[src/rtl/usb_sniffer_pkg.sv]
// Shared USB sniffer definitions: speed codes, UTMI control encodings and
// the speed-to-transceiver mapping used by the reconfiguration sequencer.
package usb_sniffer_pkg;

    localparam logic [1:0] USB_SPEED_LS    = 2'd0;
    localparam logic [1:0] USB_SPEED_FS    = 2'd1;
    localparam logic [1:0] USB_SPEED_HS    = 2'd2;
    localparam logic [1:0] USB_SPEED_RESET = 2'd3;

    localparam logic [1:0] XCVR_HS = 2'b00;
    localparam logic [1:0] XCVR_FS = 2'b01;
    localparam logic [1:0] XCVR_LS = 2'b10;

    localparam logic [1:0] OPMODE_NON_DRIVING = 2'b01;

    // Returns {xcvr_select, term_select}; bus reset keeps the FS receiver up.
    function automatic logic [2:0] speed_to_utmi(input logic [1:0] speed);
        logic [2:0] utmi;
        case (speed)
            USB_SPEED_LS: utmi = {XCVR_LS, 1'b1};
            USB_SPEED_FS: utmi = {XCVR_FS, 1'b1};
            USB_SPEED_HS: utmi = {XCVR_HS, 1'b0};
            default:      utmi = {XCVR_FS, 1'b1};
        endcase
        return utmi;
    endfunction

endpackage

[src/rtl/xcvr_speed_ctrl.sv]
// Sequences UTMI transceiver reconfiguration on bus speed changes: pause
// capture, drain the in-flight packet, apply, settle, then post an event.
module xcvr_speed_ctrl
    import usb_sniffer_pkg::*;
#(
    parameter int unsigned SETTLE_CYCLES = 120,
    parameter int unsigned DRAIN_TIMEOUT = 4095
) (
    input  logic       clk_i,
    input  logic       rst_ni,
    input  logic [1:0] det_speed_i,
    input  logic       manual_en_i,
    input  logic [1:0] manual_speed_i,
    input  logic       rx_active_i,
    output logic [1:0] xcvr_select_o,
    output logic       term_select_o,
    output logic [1:0] op_mode_o,
    output logic       capture_en_o,
    output logic [1:0] speed_o,
    output logic       evt_valid_o,
    output logic [1:0] evt_speed_o,
    input  logic       evt_ready_i
);

    localparam int unsigned SETTLE_W = $clog2(SETTLE_CYCLES) + 1;
    localparam int unsigned DRAIN_W  = $clog2(DRAIN_TIMEOUT) + 1;
    localparam int unsigned CNT_W    = (SETTLE_W > DRAIN_W) ? SETTLE_W : DRAIN_W;

    localparam logic [CNT_W-1:0] SETTLE_LAST = CNT_W'(SETTLE_CYCLES - 1);
    localparam logic [CNT_W-1:0] DRAIN_LAST  = CNT_W'(DRAIN_TIMEOUT - 1);
    localparam logic [CNT_W-1:0] CNT_ONE     = CNT_W'(1);

    localparam logic [2:0] ST_IDLE   = 3'd0;
    localparam logic [2:0] ST_DRAIN  = 3'd1;
    localparam logic [2:0] ST_APPLY  = 3'd2;
    localparam logic [2:0] ST_SETTLE = 3'd3;
    localparam logic [2:0] ST_NOTIFY = 3'd4;

    logic [2:0]       state;
    logic [CNT_W-1:0] cnt;
    logic [1:0]       target;
    logic [1:0]       tgt_q;
    logic [2:0]       utmi_next;

    assign target    = manual_en_i ? manual_speed_i : det_speed_i;
    assign utmi_next = speed_to_utmi(tgt_q);
    assign op_mode_o = OPMODE_NON_DRIVING;

    // Target is sampled only in IDLE; anything that moves later is picked
    // up by the next IDLE visit, so only the final value produces an event.
    always_ff @(posedge clk_i or negedge rst_ni) begin
        if (!rst_ni) begin
            state         <= ST_SETTLE;
            cnt           <= '0;
            tgt_q         <= USB_SPEED_RESET;
            speed_o       <= USB_SPEED_RESET;
            xcvr_select_o <= XCVR_FS;
            term_select_o <= 1'b1;
            capture_en_o  <= 1'b0;
            evt_valid_o   <= 1'b0;
            evt_speed_o   <= USB_SPEED_RESET;
        end else begin
            case (state)
                ST_IDLE: begin
                    if (target != speed_o) begin
                        tgt_q        <= target;
                        cnt          <= '0;
                        capture_en_o <= 1'b0;
                        state        <= ST_DRAIN;
                    end
                end
                ST_DRAIN: begin
                    if (!rx_active_i || (cnt == DRAIN_LAST)) begin
                        state <= ST_APPLY;
                    end else begin
                        cnt <= cnt + CNT_ONE;
                    end
                end
                ST_APPLY: begin
                    speed_o       <= tgt_q;
                    xcvr_select_o <= utmi_next[2:1];
                    term_select_o <= utmi_next[0];
                    cnt           <= '0;
                    state         <= ST_SETTLE;
                end
                ST_SETTLE: begin
                    if (cnt == SETTLE_LAST) begin
                        capture_en_o <= 1'b1;
                        evt_valid_o  <= 1'b1;
                        evt_speed_o  <= speed_o;
                        state        <= ST_NOTIFY;
                    end else begin
                        cnt <= cnt + CNT_ONE;
                    end
                end
                ST_NOTIFY: begin
                    if (evt_ready_i) begin
                        evt_valid_o <= 1'b0;
                        state       <= ST_IDLE;
                    end
                end
                default: state <= ST_IDLE;
            endcase
        end
    end

endmodule

[config.mk]
export PLATFORM = sky130hd
export DESIGN_NAME = xcvr_speed_ctrl
export DESIGN_NICKNAME = d
export VERILOG_FILES = /design/src/rtl/usb_sniffer_pkg.sv /design/src/rtl/xcvr_speed_ctrl.sv
export SDC_FILE = /design/constraint.sdc
export NUM_CORES = 1
export LEC_CHECK = 0
export ABC_AREA = 1
export CORE_MARGIN = 3
export CORE_UTILIZATION = 60
export CTS_CLUSTER_DIAMETER = 80
export CTS_CLUSTER_SIZE = 20
export DETAILED_ROUTE_END_ITERATION = 10
export DONT_BUFFER_PORTS = 1
export PLACE_DENSITY = 0.76
export SYNTH_ARGS = -nofsm -noshare
export SYNTH_HDL_FRONTEND = slang
export SYNTH_SLANG_ARGS = --single-unit
[constraint.sdc]
create_clock -name clk_i -period 1.8 [get_ports clk_i]
set_input_delay 0.36 -clock clk_i [delete_from_list [all_inputs] [get_ports clk_i]]
set_output_delay 0.36 -clock clk_i [all_outputs]
set_load 0.005 [all_outputs]
==> flow_metrics.py, run 1 <==
metrics = {
    "worst_setup_path": {
        "slowest_delay_ns": 0.45,
        "path_cells": "ha_1 > nand2_1 > nor2_4 > nand3_4 > nand2_4 > nor2_4 > nand2_1 > nand2_1",
        "endpoint_kind": "register",
        "regToRegSetupSlack_ns": 0.15,
        "ff2ff_path_depth": 8,
        "slowest_stage": "dfrtp_1",
        "path_max_fanout": 14,
        "worstPathArrival_ns": 1.92,
        "cp_common_cell": "nand2_1",
        "worstSetupStartpointType": "register",
        "cp.required_ns": 2.07,
        "timing.rr.start": "cnt[0]$_DFFE_PN0P_",
        "r2r-end": "cnt[11]$_DFFE_PN0P_",
        "worstSetupPathType": "reg -> reg",
    },
    "floorplan": {
        "initial_core_util": 0.6441,
        "die_h_um": 58.27,
        "die-area_um2": 3395,
        "io_pins": 20,
        "fp.dieW_um": 58.27,
        "core_area_um2": 2545,
        "rows": 18,
    },
    "power_and_ir_drop": {
        "ir_drop_uv": 920.3,
        "p_leak_nw": 0.8644,
        "totalPowerFinal_mw": 1.927,
        "p_per_area_nw_per_um2": 1130,
    },
    "detailed_routing": {
        "vias": 1358,
        "drc": 0,
        "drtAntennaViolNets": 0,
        "drt-total-wl_mm": 3.149,
        "drtIter0Drc": 87,
        "drt_first_pass_iters": 4,
        "drt-vias-per-instance": 5.125,
        "avgRoutedWirePerCell_um": 11.88,
    },
    "sta": {
        "timing.final.crit_share": 0.9193,
        "fmax_mhz": 604.4,
        "worst_slack_ns": 0.1453,
        "hold_ws_ns": 0.1983,
        "skew_ns": 0.01207,
        "hold_viol": 0,
        "finalMaxSlewViolations": 0,
        "finalCriticalPeriod_ns": 1.655,
        "setup_tns_ns": 0,
        "setup_viol": 0,
        "rsz0062_at_grt": "no",
    },
    "placement": {
        "hpwl_mm": 2.397,
        "place.gp.congestion": 0.8931,
        "pre_cts_ws_ns": 0.1675,
        "dpl_cell_area_um2": 1643,
        "port_buffers": 0,
    },
    "global_route": {
        "grt_antenna_before_repair": 0,
        "grt_max_degree": 28,
        "grt_pass1_wl_mm": 5.340,
        "gr-usage-all-layers": 0.1993,
        "grt_pass1_vias": 1249,
        "grt-ovfl-total": 0,
    },
    "synthesis": {
        "syn_area_um2": 1639,
        "ys_top_cells_by_area": "dfrtp_1 (26%), nand2_1 (20%), dfstp_2 (16%), nor2_1 (7.1%), nand3_1 (5.2%)",
        "synthCells": 232,
        "synth_top_area_share": 0.2595,
        "synth.distinct_cells": 25,
        "syn-mean-instance-area_um2": 7.065,
        "yosysWarnings": 0,
        "mappedNetlistNets": 243,
        "yosysMostFrequentCell": "nand2_1",
        "seq_area_frac_synth": 0.4198,
        "synth_edf_count": 0,
        "ys_ff_latch": 27,
        "synthTopCellsByCount": "nand2_1 (88), nor2_1 (31), inv_1 (22)",
        "synth-main-ff-cell": "dfrtp_1",
        "async_flop_share": 1.000,
        "synth_top_cell_by_area": "dfrtp_1",
    },
    "clock_tree": {
        "clockBufferDepth": 2,
        "cts_tree": "done",
        "clock_latency_ns": 0.32,
        "postCtsSetupBuffers": 0,
        "path_clk_slew_ns": 0.16,
        "ctsRootBufferMaster": "clkbuf_4",
        "numCtsBuffers": 3,
        "h-tree-depth": 1,
        "clock_sinks": 27,
    },
    "finish": {
        "area_delta_synth_final_pct": 4.046,
        "antenna_cells": 0,
        "fin_area_um2": 1705,
        "nets": 247,
        "layout-drive-gt1-share": 0.1191,
    },
    "hold_path": {
        "hold-path-endpoint": "evt_valid_o$_DFFE_PN0P_",
        "hold_start": "evt_ready_i",
        "hp-class": "in -> reg",
        "hold_depth": 3,
    },
    "job": {
        "max_cap_violations": 0,
    },
    "run_status": {
        "run_status": "complete, no violations",
    },
}
area by class of cell:
| type | instances | area, um^2 |
|---|---|---|
| Sequential cell | 27 | 688.2 |
| Clock inverter | 1 | 7.507 |
| Inverter | 23 | 86.33 |
| Timing Repair Buffer | 4 | 45.04 |
| Clock buffer | 3 | 22.52 |
| Fill cell | 211 | 839.6 |
| Multi-Input combinational cell | 177 | 818.3 |
| Tap cell | 30 | 37.54 |
state kept, by name (all words and copies together), names as in the netlist:
register / flops
cnt: 13
state: 3
evt_speed_o: 2
speed_o: 2
tgt_q: 2
xcvr_select_o: 2
capture_en_o: 1
evt_valid_o: 1
term_select_o: 1
worst max-delay path, delay by kind of cell (launching register included):
| family | cells | cell delay [ns] |
|---|---|---|
| and+or+nand+nor | 7 | 0.91 |
| adders and majority gates | 1 | 0.23 |
| DFF | 1 | 0.45 |
metal layers:
metal | vias to the layer above | track usage | wire length [um]
met4 | 0 | 0.07285 | 25
met3 | 2 | 0.03118 | 167
li1 | 721 | - | -
met5 | - | 0 | 0
met1 | 601 | 0.2764 | 1543
met2 | 34 | 0.3142 | 1411
per-stage QoR:
stage,instances,utilization
after detailed placement,259,0.6455
after global placement,259,0.6455
after global routing,265,0.6701
final,265,0.6701
after CTS,265,0.6691
after floorplan,232,-
worst max-delay path by stage:
stage                             startpoint             endpoint  cells past startpoint  slack [ns]
after floorplan           cnt[0]$_DFFE_PN0P_  cnt[10]$_DFFE_PN0P_                      8        0.34
after global placement    cnt[0]$_DFFE_PN0P_  cnt[10]$_DFFE_PN0P_                      8        0.22
after detailed placement  cnt[0]$_DFFE_PN0P_  cnt[10]$_DFFE_PN0P_                      8        0.17
after CTS                 cnt[1]$_DFFE_PN0P_  cnt[10]$_DFFE_PN0P_                      8        0.14
after global routing      cnt[0]$_DFFE_PN0P_  cnt[11]$_DFFE_PN0P_                     11       0.007
final                     cnt[0]$_DFFE_PN0P_  cnt[11]$_DFFE_PN0P_                      8        0.15
placed cells by master (no fill, tap or decap), drive strengths merged:
master       instances
nand2               92
nor2                35
inv                 23
nand3               18
dfrtp               17
o21ai               11
dfstp               10
a21oi                5
nor3                 4
clkbuf               3
buf                  3
xor2                 2
nor3b                2
ha                   2
conb                 2
a21boi               1
xnor2                1
o21bai               1
a21o                 1
clkinvlp             1
dlygate4sd3          1
logic make-up after synthesis:
| logic type | after synthesis | share of synthesized area |
|---|---|---|
| and+or+nand+nor | 151 | 0.3992 |
| buffers and inverters | 28 | 0.08244 |
| DFF | 27 | 0.4198 |
| AOI/OAI and AO/OA | 19 | 0.06260 |
| xor gates and xnor gates | 3 | 0.01603 |
| adders and majority gates | 2 | 0.01526 |
| other | 2 | 0.004582 |
report_power, final:
| part | internal, mW | switching (mW) | leakage (nW) |
|---|---|---|---|
| Clock | 0.0848 | 0.181 | 0.0139 |
| Sequential | 0.817 | 0.152 | 0.329 |
| Combinational | 0.240 | 0.453 | 0.521 |
| Total | 1.14 | 0.785 | 0.864 |
repair_timing:
item | 4_1_cts | 5_1_grt
hold buffers | 2 | 0
resized for setup | 0 | 1
endpoints found under the hold margin | 27 | 0
endpoints found under the setup margin | 0 | 1
(Power assumes the default switching activity.)
==> run 2, diff against run 1 <==
- CAP_MARGIN: unset -> 20
==> results of run 2 <==
Same layout as run 1: the final DEF is identical, and so are final timing and power.
